**src/rtl/seq_divider.sv**
```systemverilog
// Sequential unsigned restoring divider, one quotient bit per clock, start/busy/done handshake.
// Optional macro DIV_ZERO_TRAP_EN: divide-by-zero short-circuits to DONE and raises div_zero.
module seq_divider #(
  parameter int N = 8
) (
  input  logic         clk,
  input  logic         rst,
  input  logic         start,
  input  logic [N-1:0] a,
  input  logic [N-1:0] b,
  output logic [N-1:0] q,
  output logic [N-1:0] r,
  output logic         busy,
  output logic         done,
  output logic         div_zero
);
  localparam int CW = (N > 1) ? $clog2(N) : 1;

  typedef enum logic [1:0] {IDLE, RUN, DONE} state_t;

  state_t         state_q, state_d;
  logic [N-1:0]   dvd_q, dvd_d;
  logic [N-1:0]   dvs_q, dvs_d;
  // The running remainder is always below the divisor, so only the shifted
  // trial value needs the extra bit.
  logic [N-1:0]   rem_q, rem_d;
  logic [N:0]     shifted, trial;
  logic [CW-1:0]  cnt_q, cnt_d;
  logic [N-1:0]   q_q, q_d, r_q, r_d;
  logic           busy_q, busy_d, done_q, done_d;
`ifdef DIV_ZERO_TRAP_EN
  logic           dz_q, dz_d;
`endif

  always_comb begin
    state_d = state_q;
    dvd_d   = dvd_q;
    dvs_d   = dvs_q;
    rem_d   = rem_q;
    cnt_d   = cnt_q;
    q_d     = q_q;
    r_d     = r_q;
    busy_d  = busy_q;
    done_d  = 1'b0;
`ifdef DIV_ZERO_TRAP_EN
    dz_d    = dz_q;
`endif
    shifted = {rem_q, dvd_q[N-1]};
    trial   = shifted - {1'b0, dvs_q};

    case (state_q)
      IDLE: begin
        if (start) begin
          dvd_d   = a;
          dvs_d   = b;
          rem_d   = '0;
          cnt_d   = CW'(N - 1);
          busy_d  = 1'b1;
          state_d = RUN;
`ifdef DIV_ZERO_TRAP_EN
          if (b == '0) begin
            q_d     = '1;
            r_d     = a;
            dz_d    = 1'b1;
            done_d  = 1'b1;
            state_d = DONE;
          end
`endif
        end
      end
      RUN: begin
        rem_d = trial[N] ? shifted[N-1:0] : trial[N-1:0];
        dvd_d = {dvd_q[N-2:0], ~trial[N]};
        cnt_d = cnt_q - 1'b1;
        if (cnt_q == '0) begin
          q_d     = dvd_d;
          r_d     = rem_d;
          done_d  = 1'b1;
          state_d = DONE;
`ifdef DIV_ZERO_TRAP_EN
          dz_d    = 1'b0;
`endif
        end
      end
      DONE: begin
        busy_d  = 1'b0;
        state_d = IDLE;
      end
      default: begin
        busy_d  = 1'b0;
        state_d = IDLE;
      end
    endcase
  end

  always_ff @(posedge clk or posedge rst) begin
    if (rst) begin
      state_q <= IDLE;
      dvd_q   <= '0;
      dvs_q   <= '0;
      rem_q   <= '0;
      cnt_q   <= '0;
      q_q     <= '0;
      r_q     <= '0;
      busy_q  <= 1'b0;
      done_q  <= 1'b0;
`ifdef DIV_ZERO_TRAP_EN
      dz_q    <= 1'b0;
`endif
    end else begin
      state_q <= state_d;
      dvd_q   <= dvd_d;
      dvs_q   <= dvs_d;
      rem_q   <= rem_d;
      cnt_q   <= cnt_d;
      q_q     <= q_d;
      r_q     <= r_d;
      busy_q  <= busy_d;
      done_q  <= done_d;
`ifdef DIV_ZERO_TRAP_EN
      dz_q    <= dz_d;
`endif
    end
  end

  assign q    = q_q;
  assign r    = r_q;
  assign busy = busy_q;
  assign done = done_q;
`ifdef DIV_ZERO_TRAP_EN
  assign div_zero = dz_q;
`else
  assign div_zero = 1'b0;
`endif

endmodule
```
**config.mk**
```make
export PLATFORM = sky130hd
export DESIGN_NAME = seq_divider
export DESIGN_NICKNAME = d
export VERILOG_FILES = /design/src/rtl/seq_divider.sv
export SDC_FILE = /design/constraint.sdc
export NUM_CORES = 1
export LEC_CHECK = 0
export ABC_AREA = 1
export BUFFER_PORTS_ARGS = -buffer_cell sky130_fd_sc_hd__buf_2
export CAP_MARGIN = 20
export CELL_PAD_IN_SITES_DETAIL_PLACEMENT = 0
export CELL_PAD_IN_SITES_GLOBAL_PLACEMENT = 1
export CORE_ASPECT_RATIO = 1.2
export CORE_MARGIN = 5
export CORE_UTILIZATION = 38
export DETAILED_ROUTE_END_ITERATION = 10
export GPL_TIMING_DRIVEN = 0
export PLACE_DENSITY_LB_ADDON = 0.1
export SLEW_MARGIN = 20
export SYNTH_ARGS = -nofsm -noshare
export SYNTH_HDL_FRONTEND = slang
export SYNTH_SLANG_ARGS = --single-unit
export TNS_END_PERCENT = 30
```
**constraint.sdc**
```tcl
create_clock -name clk -period 1.7 [get_ports clk]
set_input_delay 0.17 -clock clk [delete_from_list [all_inputs] [get_ports clk]]
set_output_delay 0.17 -clock clk [all_outputs]
set_load 0.05 [all_outputs]
```
==> results by group, run 1 <==
Setup path
  – CP arrival: 2.06 ns
  – Worst reg2reg setup slack: -0.15 ns
  – CP top delay family: simple AND/OR/NAND/NOR gates
  – CP max stage cell: dfrtp_1
  – R2R Path Start: dvd_q[7]$_DFFE_PP0P_
  – Worst path cell trace: inv_2 -> ha_4 -> inv_2 -> fa_2 -> nand2_2 -> nand2_4 -> nand3_4 -> nand2_4 -> nand2_8 -> nand2_8 -> nand2_2 -> nand2_2 -> nand2_1 -> nand2_1
  – Slowest Stage Delay on Critical Path: 0.38 ns
  – Critical path's most frequent cell: nand2_2
  – Setup Crit Path Kind: reg2reg
  – Worst path buffer plus inverter count: 2
  – Crit path max fanout: 10
  – Required @ worst endpoint: 1.90 ns
  – Crit start category: register
  – R2r endpoint: rem_q[7]$_DFFE_PP0P_
  – Reg2Reg Depth: 14
  – Crit end category: register

Routing
  – DR WL met3: 136 um
  – Final ANT Viol Nets: 0
  – Vias per cell: 4.599
  – Top sig layer: met4
  – Routed via count: 1996
  – Met2 wire len: 2864 um
  – Wirelength per Cell: 13.01 um
  – Metal-1 WL: 2563 um
  – Pre-antenna DRT Iters: 4
  – Initial DRC count: 73
  – Remaining routing DRC violations: 0
  – Final wirelength: 5646 um

Outcome
  – Run status: finished, violations left
  – Failing checks: negative setup slack

Synth
  – Top cells by count, synth: nand2_1, dfrtp_1, inv_1
  – Top cell type's share of synthesized area: 0.4803
  – Ranking of synthesized cells by area: dfrtp_1, nand2_1, inv_1
  – Seq/Total Area, Yosys: 0.4803
  – Asr flop ratio synth: 1.000
  – EDFF count, synth: 0
  – Area leader, netlist: dfrtp_1
  – Post-synthesis net count: 326
  – Top-count cell post-synth: nand2_1
  – Ys flop type: dfrtp_1
  – Syn_area_per_cell: 8.272 um^2
  – Distinct cell type count after synthesis: 34
  – Yosys reg bits: 47
  – Synthesized area: 2449 um^2
  – Synth Instances: 296
  – Ys Warns: 0

Final layout
  – Layout cell share with drive strength beyond 1: 0.2350
  – Area occupied by multi-input gates: 1122 um^2
  – Layout area overhead: 22.53%
  – Seq. cell area: 1176 um^2
  – Fill count: 675
  – Util after Layout: 0.4713
  – Ant diodes: 0
  – Layout Cells excl Fill: 434
  – Nets: 378

Placed design
  – PortBufs: 36
  – DP Cell Count: 418
  – GP Congestion: 0.7535
  – DP HPWL: 4107 um

Floorplanning
  – Die width: 83.28 um
  – Die Area: 8156 um^2
  – Initial Utilization: 0.3846
  – Core Rows: 32
  – Die height: 97.94 um
  – Top Ports: 38
  – Core area: 6366 um^2

Clock tree
  – CTS tree: done
  – Reg clk slew, reported paths: 0.09 ns
  – Worst skew pair latency: 0.30 ns
  – CTS max path bufs: 2
  – Root buf cell: clkbuf_8
  – CTS Sinks: 47
  – CTS H-Tree Depth: 2
  – CTS Buf Count: 5

Global routing
  – Vias in the first global route: 2033
  – Largest net degree at the start of global routing: 30
  – First-pass GRT wire length: 9646 um
  – Total track usage: 0.1478
  – Grt total ovfl: 0
  – Initial antenna violation count: 0

Timing
  – Fin crit period: 1.853 ns
  – Max-slew violations: 0
  – Setup violations, final: 18
  – Unrepaired setup endpoints after global routing: true
  – Setup TNS: -2.206 ns
  – Setup ws final: -0.1526 ns
  – Max Fclk: 539.8 MHz
  – Final period util: 1.090
  – Fin. Hold Viols: 0
  – Clock skew: 0.007147 ns

Hold path
  – Classification of the worst-slack hold path: in2reg
  – Hold Path Origin: b[6]
  – Worst Hold Depth: 3
  – Worst Hold Endpoint: dvs_q[6]$_DFFE_PP0P_

Job
  – Max Cap Viol: 0
-- what timing repair did --
action | CTS | global route
setup endpoints to repair | 18 | 27
hold buffers | 1 | 0
endpoints found under the hold margin | 18 | 0
setup buffers | 4 | 1
gates resized for setup | 6 | 2
pin swaps | 5 | 1
gates cloned | 2 | 0
-- layout by cell type (no fill, tap or decap), types with 3 or more instances in the layout --
master,instances
a21oi_1,9
buf_2,38
buf_4,6
clkbuf_8,7
dfrtp_1,47
ha_1,9
inv_1,38
inv_2,3
nand2_1,99
nand2_2,7
nand3_1,21
nand3b_1,5
nor2_1,4
o21ai_0,14
o22ai_1,7
-- state kept, by name, indices dropped and copies added, names as in the netlist --
name / cells
cnt_q: 3
busy: 1
rem_q: 8
dvd_q: 8
done: 1
dvs_q: 8
state_q: 2
r: 8
q: 8
-- cell families (layout without fill, tap and decap cells) --
logic type,count (synthesis),in the layout,share of synthesized area
other,1,1,0.001531
xor gates and xnor gates,3,3,0.01073
AOI/OAI and AO/OA,36,36,0.08125
and+or+nand+nor,147,149,0.2759
adders and majority gates,11,11,0.05927
buffers and inverters,51,102,0.09096
DFF,47,47,0.4803
-- routing by layer --
| metal | up-vias | track usage |
|---|---|---|
| met4 | 0 | 0.04528 |
| met1 | 928 | 0.1836 |
| li1 | 1039 | - |
| met3 | 7 | 0.02616 |
| met2 | 22 | 0.2605 |
| met5 | - | 0 |
-- worst max path at each step --
| stage | to | slack (ns) | depth (start not counted) | from |
|---|---|---|---|---|
| finish | rem_q[7]$_DFFE_PP0P_ | -0.15 | 14 | dvd_q[7]$_DFFE_PP0P_ |
| global route | r[3]$_DFFE_PP0P_ | -0.27 | 12 | dvd_q[7]$_DFFE_PP0P_ |
| CTS | rem_q[5]$_DFFE_PP0P_ | -0.17 | 14 | dvd_q[7]$_DFFE_PP0P_ |
| detailed placement | r[7]$_DFFE_PP0P_ | -0.23 | 14 | dvd_q[7]$_DFFE_PP0P_ |
| global placement | dvs_q[7]$_DFFE_PP0P_ | -0.29 | 2 | rst |
| floorplan | r[5]$_DFFE_PP0P_ | -0.05 | 14 | dvd_q[7]$_DFFE_PP0P_ |
-- tightest hold or removal path: cells and delay by family --
| family | cells | cell delay, ns |
|---|---|---|
| AOI/OAI and AO/OA | 1 | 0.05 |
| buffers and inverters | 1 | 0.08 |
| and+or+nand+nor | 1 | 0.04 |
-- final cells by class --
class                   instances  area share
plain buffers                   8     0.02043
clock buffers                   6     0.02752
clock inverters                 2     0.01293
inverters                      43     0.05505
multi-input cells             200      0.3741
flip-flops and latches         47      0.3920
well taps                      85     0.03545
repair buffers                 43     0.08257
-- through the flow --
stage	instance area [um^2]	worst slack [ns]	hold WS [ns]
finish	3000	-0.1526	0.07407
global route	3000	-0.2672	0.08074
CTS	2984	-0.1745	0.06837
detailed placement	2770	-0.2322	0.1983
global placement	2750	-0.2890	0.3777
floorplan	2464	-0.05407	0.2867
Power of run 1 is not shown: default switching activity piles up to over one toggle a cycle in this logic, so the estimate is an artifact.
==> run 2: changes to the inputs <==
--- a/config.mk
+++ b/config.mk
@@ -15,7 +15,8 @@
 export CORE_UTILIZATION = 38
 export DETAILED_ROUTE_END_ITERATION = 10
 export GPL_TIMING_DRIVEN = 0
-export PLACE_DENSITY_LB_ADDON = 0.1
+export PLACE_DENSITY_LB_ADDON = 0.15
+export SETUP_SLACK_MARGIN = 0.4
 export SLEW_MARGIN = 20
 export SYNTH_ARGS = -nofsm -noshare
 export SYNTH_HDL_FRONTEND = slang
==> run 2 against run 1 <==
The flow still finishes with violations (negative setup slack). Sequential cell count unchanged. Fmax increased by 0.96%. Worst hold slack improved by 0.0052 ns. Critical path depth unchanged. Core utilization increased by 1.1 points. Global-route usage decreased by 0.23 points. Non-clock buffer count unchanged.
==> results by group, run 2 (same netlist as run 1, synthesis figures left out) <==
Setup path
  – Setup Crit Path Kind: reg2reg
  – Required @ worst endpoint: 1.89 ns
  – Slowest Stage Delay on Critical Path: 0.38 ns
  – Crit start category: register
  – Worst path cell trace: inv_2 -> ha_4 -> inv_4 -> fa_2 -> nand2_2 -> nand2_4 -> nand3_4 -> nand2_4 -> nand2_8 -> nand2_8 -> nand2_2 -> nand2_2 -> nand2_1 -> nand2_1
  – Worst path buffer plus inverter count: 2
  – Critical path's most frequent cell: nand2_2
  – WP depth: 14
  – CP max stage cell: dfrtp_1
  – CP arrival: 2.03 ns
  – Crit end category: register
  – CP top delay family: simple AND/OR/NAND/NOR gates
  – Reg2Reg Depth: 14
  – Crit path max fanout: 6
  – Worst setup path start: dvd_q[7]$_DFFE_PP0P_
  – R2R Path Start: dvd_q[7]$_DFFE_PP0P_

Clock tree
  – Root buf cell: clkbuf_8
  – CTS Sinks: 47
  – Worst skew pair latency: 0.29 ns
  – CTS max path bufs: 2
  – CTS H-Tree Depth: 2
  – CTS Buf Count: 5
  – Reg clk slew, reported paths: 0.09 ns
  – CTS tree: done

Routing
  – Wirelength per Cell: 12.79 um
  – Final wirelength: 5551 um
  – Final ANT Viol Nets: 0
  – Vias per cell: 4.652
  – Initial DRC count: 95
  – Remaining routing DRC violations: 0
  – Pre-antenna DRT Iters: 4
  – Routed via count: 2019

Floorplanning
  – Die width: 83.28 um
  – Core area: 6366 um^2
  – Initial Utilization: 0.3846
  – Core Rows: 32
  – Die Area: 8156 um^2
  – Top Ports: 38
  – Die height: 97.94 um

Outcome
  – Failing checks: negative setup slack
  – Run status: finished, violations left

Hold path
  – Worst Hold Depth: 3
  – Hold Path Origin: b[0]
  – Classification of the worst-slack hold path: in2reg

Final layout
  – Layout Cells excl Fill: 434
  – Layout area overhead: 25.34%
  – Commonest non-fill, non-tap cell in the layout: nand2_1
  – Most frequent cells in the layout: nand2_1, dfrtp_1, inv_1, buf_2, nand3_1
  – Fill count: 639
  – Seq. cell area: 1176 um^2
  – Layout cell share with drive strength beyond 1: 0.2779
  – Area occupied by multi-input gates: 1191 um^2
  – Nets: 379
  – Ant diodes: 0

Timing
  – Final period util: 1.079
  – Setup TNS: -1.886 ns
  – Clock skew: 0.01110 ns
  – Fin crit period: 1.835 ns
  – Setup ws final: -0.1350 ns
  – Max Fclk: 545.0 MHz
  – Unrepaired setup endpoints after global routing: true
  – Max-slew violations: 0
  – Setup violations, final: 18
  – Fin. Hold Viols: 0

Global routing
  – Initial antenna violation count: 0
  – Largest net degree at the start of global routing: 31
  – Vias in the first global route: 2109
  – Total track usage: 0.1455
  – First-pass GRT wire length: 9735 um
  – Grt total ovfl: 0

Placed design
  – DP Cell Count: 418
  – DP HPWL: 4121 um
  – GP Congestion: 0.7427
  – PortBufs: 36

Job
  – Max Cap Viol: 0
run 2: changes by cell type in the layout (fill, tap and decap cells not counted), sizes merged:
cell      before  now
buf           47   48
inv           42   41
clkinvlp       1    0
clkbuf         9    7
nand2        110  111
clkinv         1    4
bufinv         1    0
run 2: per-stage QoR:
stage               worst slack (ns)    util  area (um^2)  hold slack [ns]
detailed placement           -0.2271  0.4351         2770           0.1845
finish                       -0.1350  0.4821         3069          0.07928
global route                 -0.2479  0.4821         3069          0.09252
global placement             -0.2685  0.4320         2750           0.3817
CTS                          -0.1505  0.4766         3034          0.07370
floorplan                   -0.05407       -         2464           0.2867
run 2: worst reg2reg max path: stages, from the launching register on:
cell     delay, ns
dfrtp_1       0.38
inv_2         0.08
ha_4          0.14
inv_4         0.03
fa_2          0.34
nand2_2       0.09
nand2_4       0.06
nand3_4       0.10
nand2_4       0.09
nand2_8       0.11
nand2_8       0.08
nand2_2       0.08
nand2_2       0.06
nand2_1       0.06
nand2_1       0.05
run 2: routing by layer:
metal	routed length [um]	track usage	share of wire
met1	2365	0.1672	0.43
met2	2943	0.2728	0.53
met3	203	0.03122	0.037
met4	39	0.03522	0.0070
met5	0	0	0
run 2: worst paths after layout:
check,to,slack (ns)
max,r[7]$_DFFE_PP0P_,-0.13
min,dvs_q[0]$_DFFE_PP0P_,0.08
max reg2reg,r[7]$_DFFE_PP0P_,-0.13
min reg2reg,r[5]$_DFFE_PP0P_,0.48
max in group asynchronous,dvs_q[7]$_DFFE_PP0P_,0.80
min in group asynchronous,r[2]$_DFFE_PP0P_,0.40
run 2: what timing repair did:
| item | in CTS | in global routing |
|---|---|---|
| hold buffers | 1 | 0 |
| cloned | 3 | 0 |
| resized for setup | 26 | 10 |
| buffers inserted | 5 | 0 |
| pin swaps | 5 | 3 |
| endpoints found under the setup margin | 43 | 44 |
| hold endpoints to repair | 17 | 0 |
run 2: area by class of cell:
cell class	instances	share of cell area
Inverter	43	0.05667
Buffer	8	0.02976
Clock buffer	5	0.02242
Tap cell	85	0.03465
Clock inverter	2	0.004484
Timing Repair Buffer	43	0.08072
Sequential cell	47	0.3832
Multi-Input combinational cell	201	0.3881
Power of run 2 is left out for the same reason.
==> run 3: changes to the inputs <==
--- a/config.mk
+++ b/config.mk
@@ -12,7 +12,7 @@
 export CELL_PAD_IN_SITES_GLOBAL_PLACEMENT = 1
 export CORE_ASPECT_RATIO = 1.2
 export CORE_MARGIN = 5
-export CORE_UTILIZATION = 38
+export CORE_UTILIZATION = 42
 export DETAILED_ROUTE_END_ITERATION = 10
 export GPL_TIMING_DRIVEN = 0
 export PLACE_DENSITY_LB_ADDON = 0.15
==> constraint.sdc (replaced) <==
create_clock -name clk -period 1.8 [get_ports clk]
set_input_delay 0.18 -clock clk [delete_from_list [all_inputs] [get_ports clk]]
set_output_delay 0.18 -clock clk [all_outputs]
set_load 0.05 [all_outputs]
==> run 3 against run 2 <==
The flow still finishes with violations (negative setup slack). Global-route usage is 2.3 points higher. Non-clock buffer count increased by 5. Register-to-register slack improved by 0.09 ns. Critical path depth shrank 2. Worst hold slack improved by 0.0037 ns. Fmax is 0.29% lower. Via count rose by 1.8%. Core utilization up 6.5 points. Setup slack improved by 0.095 ns. Final area up 0.98%. Critical path type unchanged. Critical endpoint is now rem_q[3]$_DFFE_PP0P_. Largest cell class unchanged.
==> results by group, run 3 (same netlist as run 1, synthesis figures left out) <==
Routing
  – Met2 wire len: 3036 um
  – Pre-antenna DRT Iters: 4
  – Final wirelength: 5738 um
  – DR WL met3: 130 um
  – Top sig layer: met4
  – Vias per cell: 4.737
  – Initial DRC count: 58
  – Final ANT Viol Nets: 0
  – Metal-1 WL: 2501 um
  – Routed via count: 2056
  – Wirelength per Cell: 13.22 um
  – Remaining routing DRC violations: 0

Clock tree
  – CTS max path bufs: 2
  – CTS tree: done
  – Reg clk slew, reported paths: 0.09 ns
  – Root buf cell: clkbuf_8
  – CTS H-Tree Depth: 2
  – CTS Sinks: 47
  – CTS Buf Count: 5
  – Worst skew pair latency: 0.30 ns

Final layout
  – Layout area overhead: 26.57%
  – Commonest non-fill, non-tap cell in the layout: nand2_1
  – Util after Layout: 0.5468
  – Ant diodes: 0
  – Nets: 384
  – Layout Cells excl Fill: 434
  – Layout cell share with drive strength beyond 1: 0.2994
  – Most frequent cells in the layout: nand2_1, dfrtp_1, inv_1, buf_2, o21ai_0

Placed design
  – DP HPWL: 4090 um
  – DP Cell Count: 413
  – PortBufs: 36
  – GP Congestion: 0.7492

Hold path
  – Classification of the worst-slack hold path: in2reg

Outcome
  – Run status: finished, violations left
  – Failing checks: negative setup slack

Timing
  – Unrepaired setup endpoints after global routing: true
  – Fin crit period: 1.840 ns
  – Final period util: 1.022
  – Fin. Hold Viols: 0
  – Setup violations, final: 16
  – Clock skew: 0.006710 ns
  – Max-slew violations: 0
  – Setup ws final: -0.04040 ns
  – Max Fclk: 543.4 MHz

Setup path
  – Crit path max fanout: 5
  – Crit start category: register
  – Worst reg2reg setup slack: -0.04 ns
  – Required @ worst endpoint: 1.99 ns
  – CP arrival: 2.03 ns
  – Setup Crit Path Kind: reg2reg
  – Crit end category: register

Global routing
  – Largest net degree at the start of global routing: 34
  – First-pass GRT wire length: 9777 um
  – Initial antenna violation count: 0
  – Grt total ovfl: 0
  – Vias in the first global route: 2087
  – Total track usage: 0.1684

Floorplanning
  – Initial Utilization: 0.4320
  – Core area: 5668 um^2
  – Die Area: 7463 um^2
  – Die height: 93.64 um
  – Top Ports: 38
  – Core Rows: 30
  – Die width: 79.70 um

Job
  – Max Cap Viol: 0
## run 3: cell types whose count changed in the layout (fill, tap and decap cells not counted), sizes merged
| cell | change |
|---|---|
| inv | +3 |
| clkinv | -4 |
| clkbuf | +2 |
| buf | +4 |
## run 3: worst max-delay path: stages, from the launching register on
cell and delay (ns):
dfrtp_1 0.38, inv_2 0.08, ha_4 0.14, inv_4 0.03
fa_2 0.34, nand2_2 0.09, nand2_4 0.07, nand3_4 0.10
nand3_4 0.14, nand2_4 0.16, nand2_2 0.08, nand3_1 0.07
nand2_1 0.06
## run 3: final cells by class
type / count / area (um^2)
Buffer: 8 / 68.82
Multi-Input combinational cell: 201 / 1209
Inverter: 43 / 168.9
Tap cell: 80 / 100.1
Clock buffer: 6 / 82.58
Fill cell: 554 / 2569
Timing Repair Buffer: 48 / 285.3
Clock inverter: 1 / 8.758
Sequential cell: 47 / 1176
## run 3: layer usage
layer,global-route usage,up-vias
li1,-,1053
met1,0.2047,970
met2,0.3078,26
met3,0.02890,7
met4,0.03582,0
met5,0,-
## run 3: path summary, 6_finish.rpt
kind                                           start                   end  cells after the start
worst max-delay path            dvd_q[7]$_DFFE_PP0P_  rem_q[3]$_DFFE_PP0P_                     12
min in group asynchronous                        rst      r[1]$_DFFE_PP0P_                      3
worst max register to register  dvd_q[7]$_DFFE_PP0P_  rem_q[3]$_DFFE_PP0P_                     12
worst min-delay path                            b[0]  dvs_q[0]$_DFFE_PP0P_                      3
worst min register to register      r[7]$_DFFE_PP0P_      r[7]$_DFFE_PP0P_                      2
max in group asynchronous                        rst  dvs_q[7]$_DFFE_PP0P_                      4
## run 3: stage by stage
stage                     cell area, um^2  TNS [ns]  hold WS (ns)  worst slack (ns)
final                                3099   -0.3219       0.08297          -0.04040
after global routing                 3099    -2.132        0.1079           -0.1414
after CTS                            3043   -0.6529       0.08168          -0.06306
after detailed placement             2764    -1.689        0.1636           -0.1320
after global placement               2744    -8.371        0.3913           -0.1507
after floorplan                      2464         0        0.2967           0.04593
## run 3: repair_timing
item,in CTS,in global routing
cloned,3,0
endpoints found under the hold margin,14,0
resized for setup,19,16
hold buffers,1,0
setup endpoints to repair,43,41
pin swaps,11,6
setup buffers,8,2
Power of run 3 is left out for the same reason.
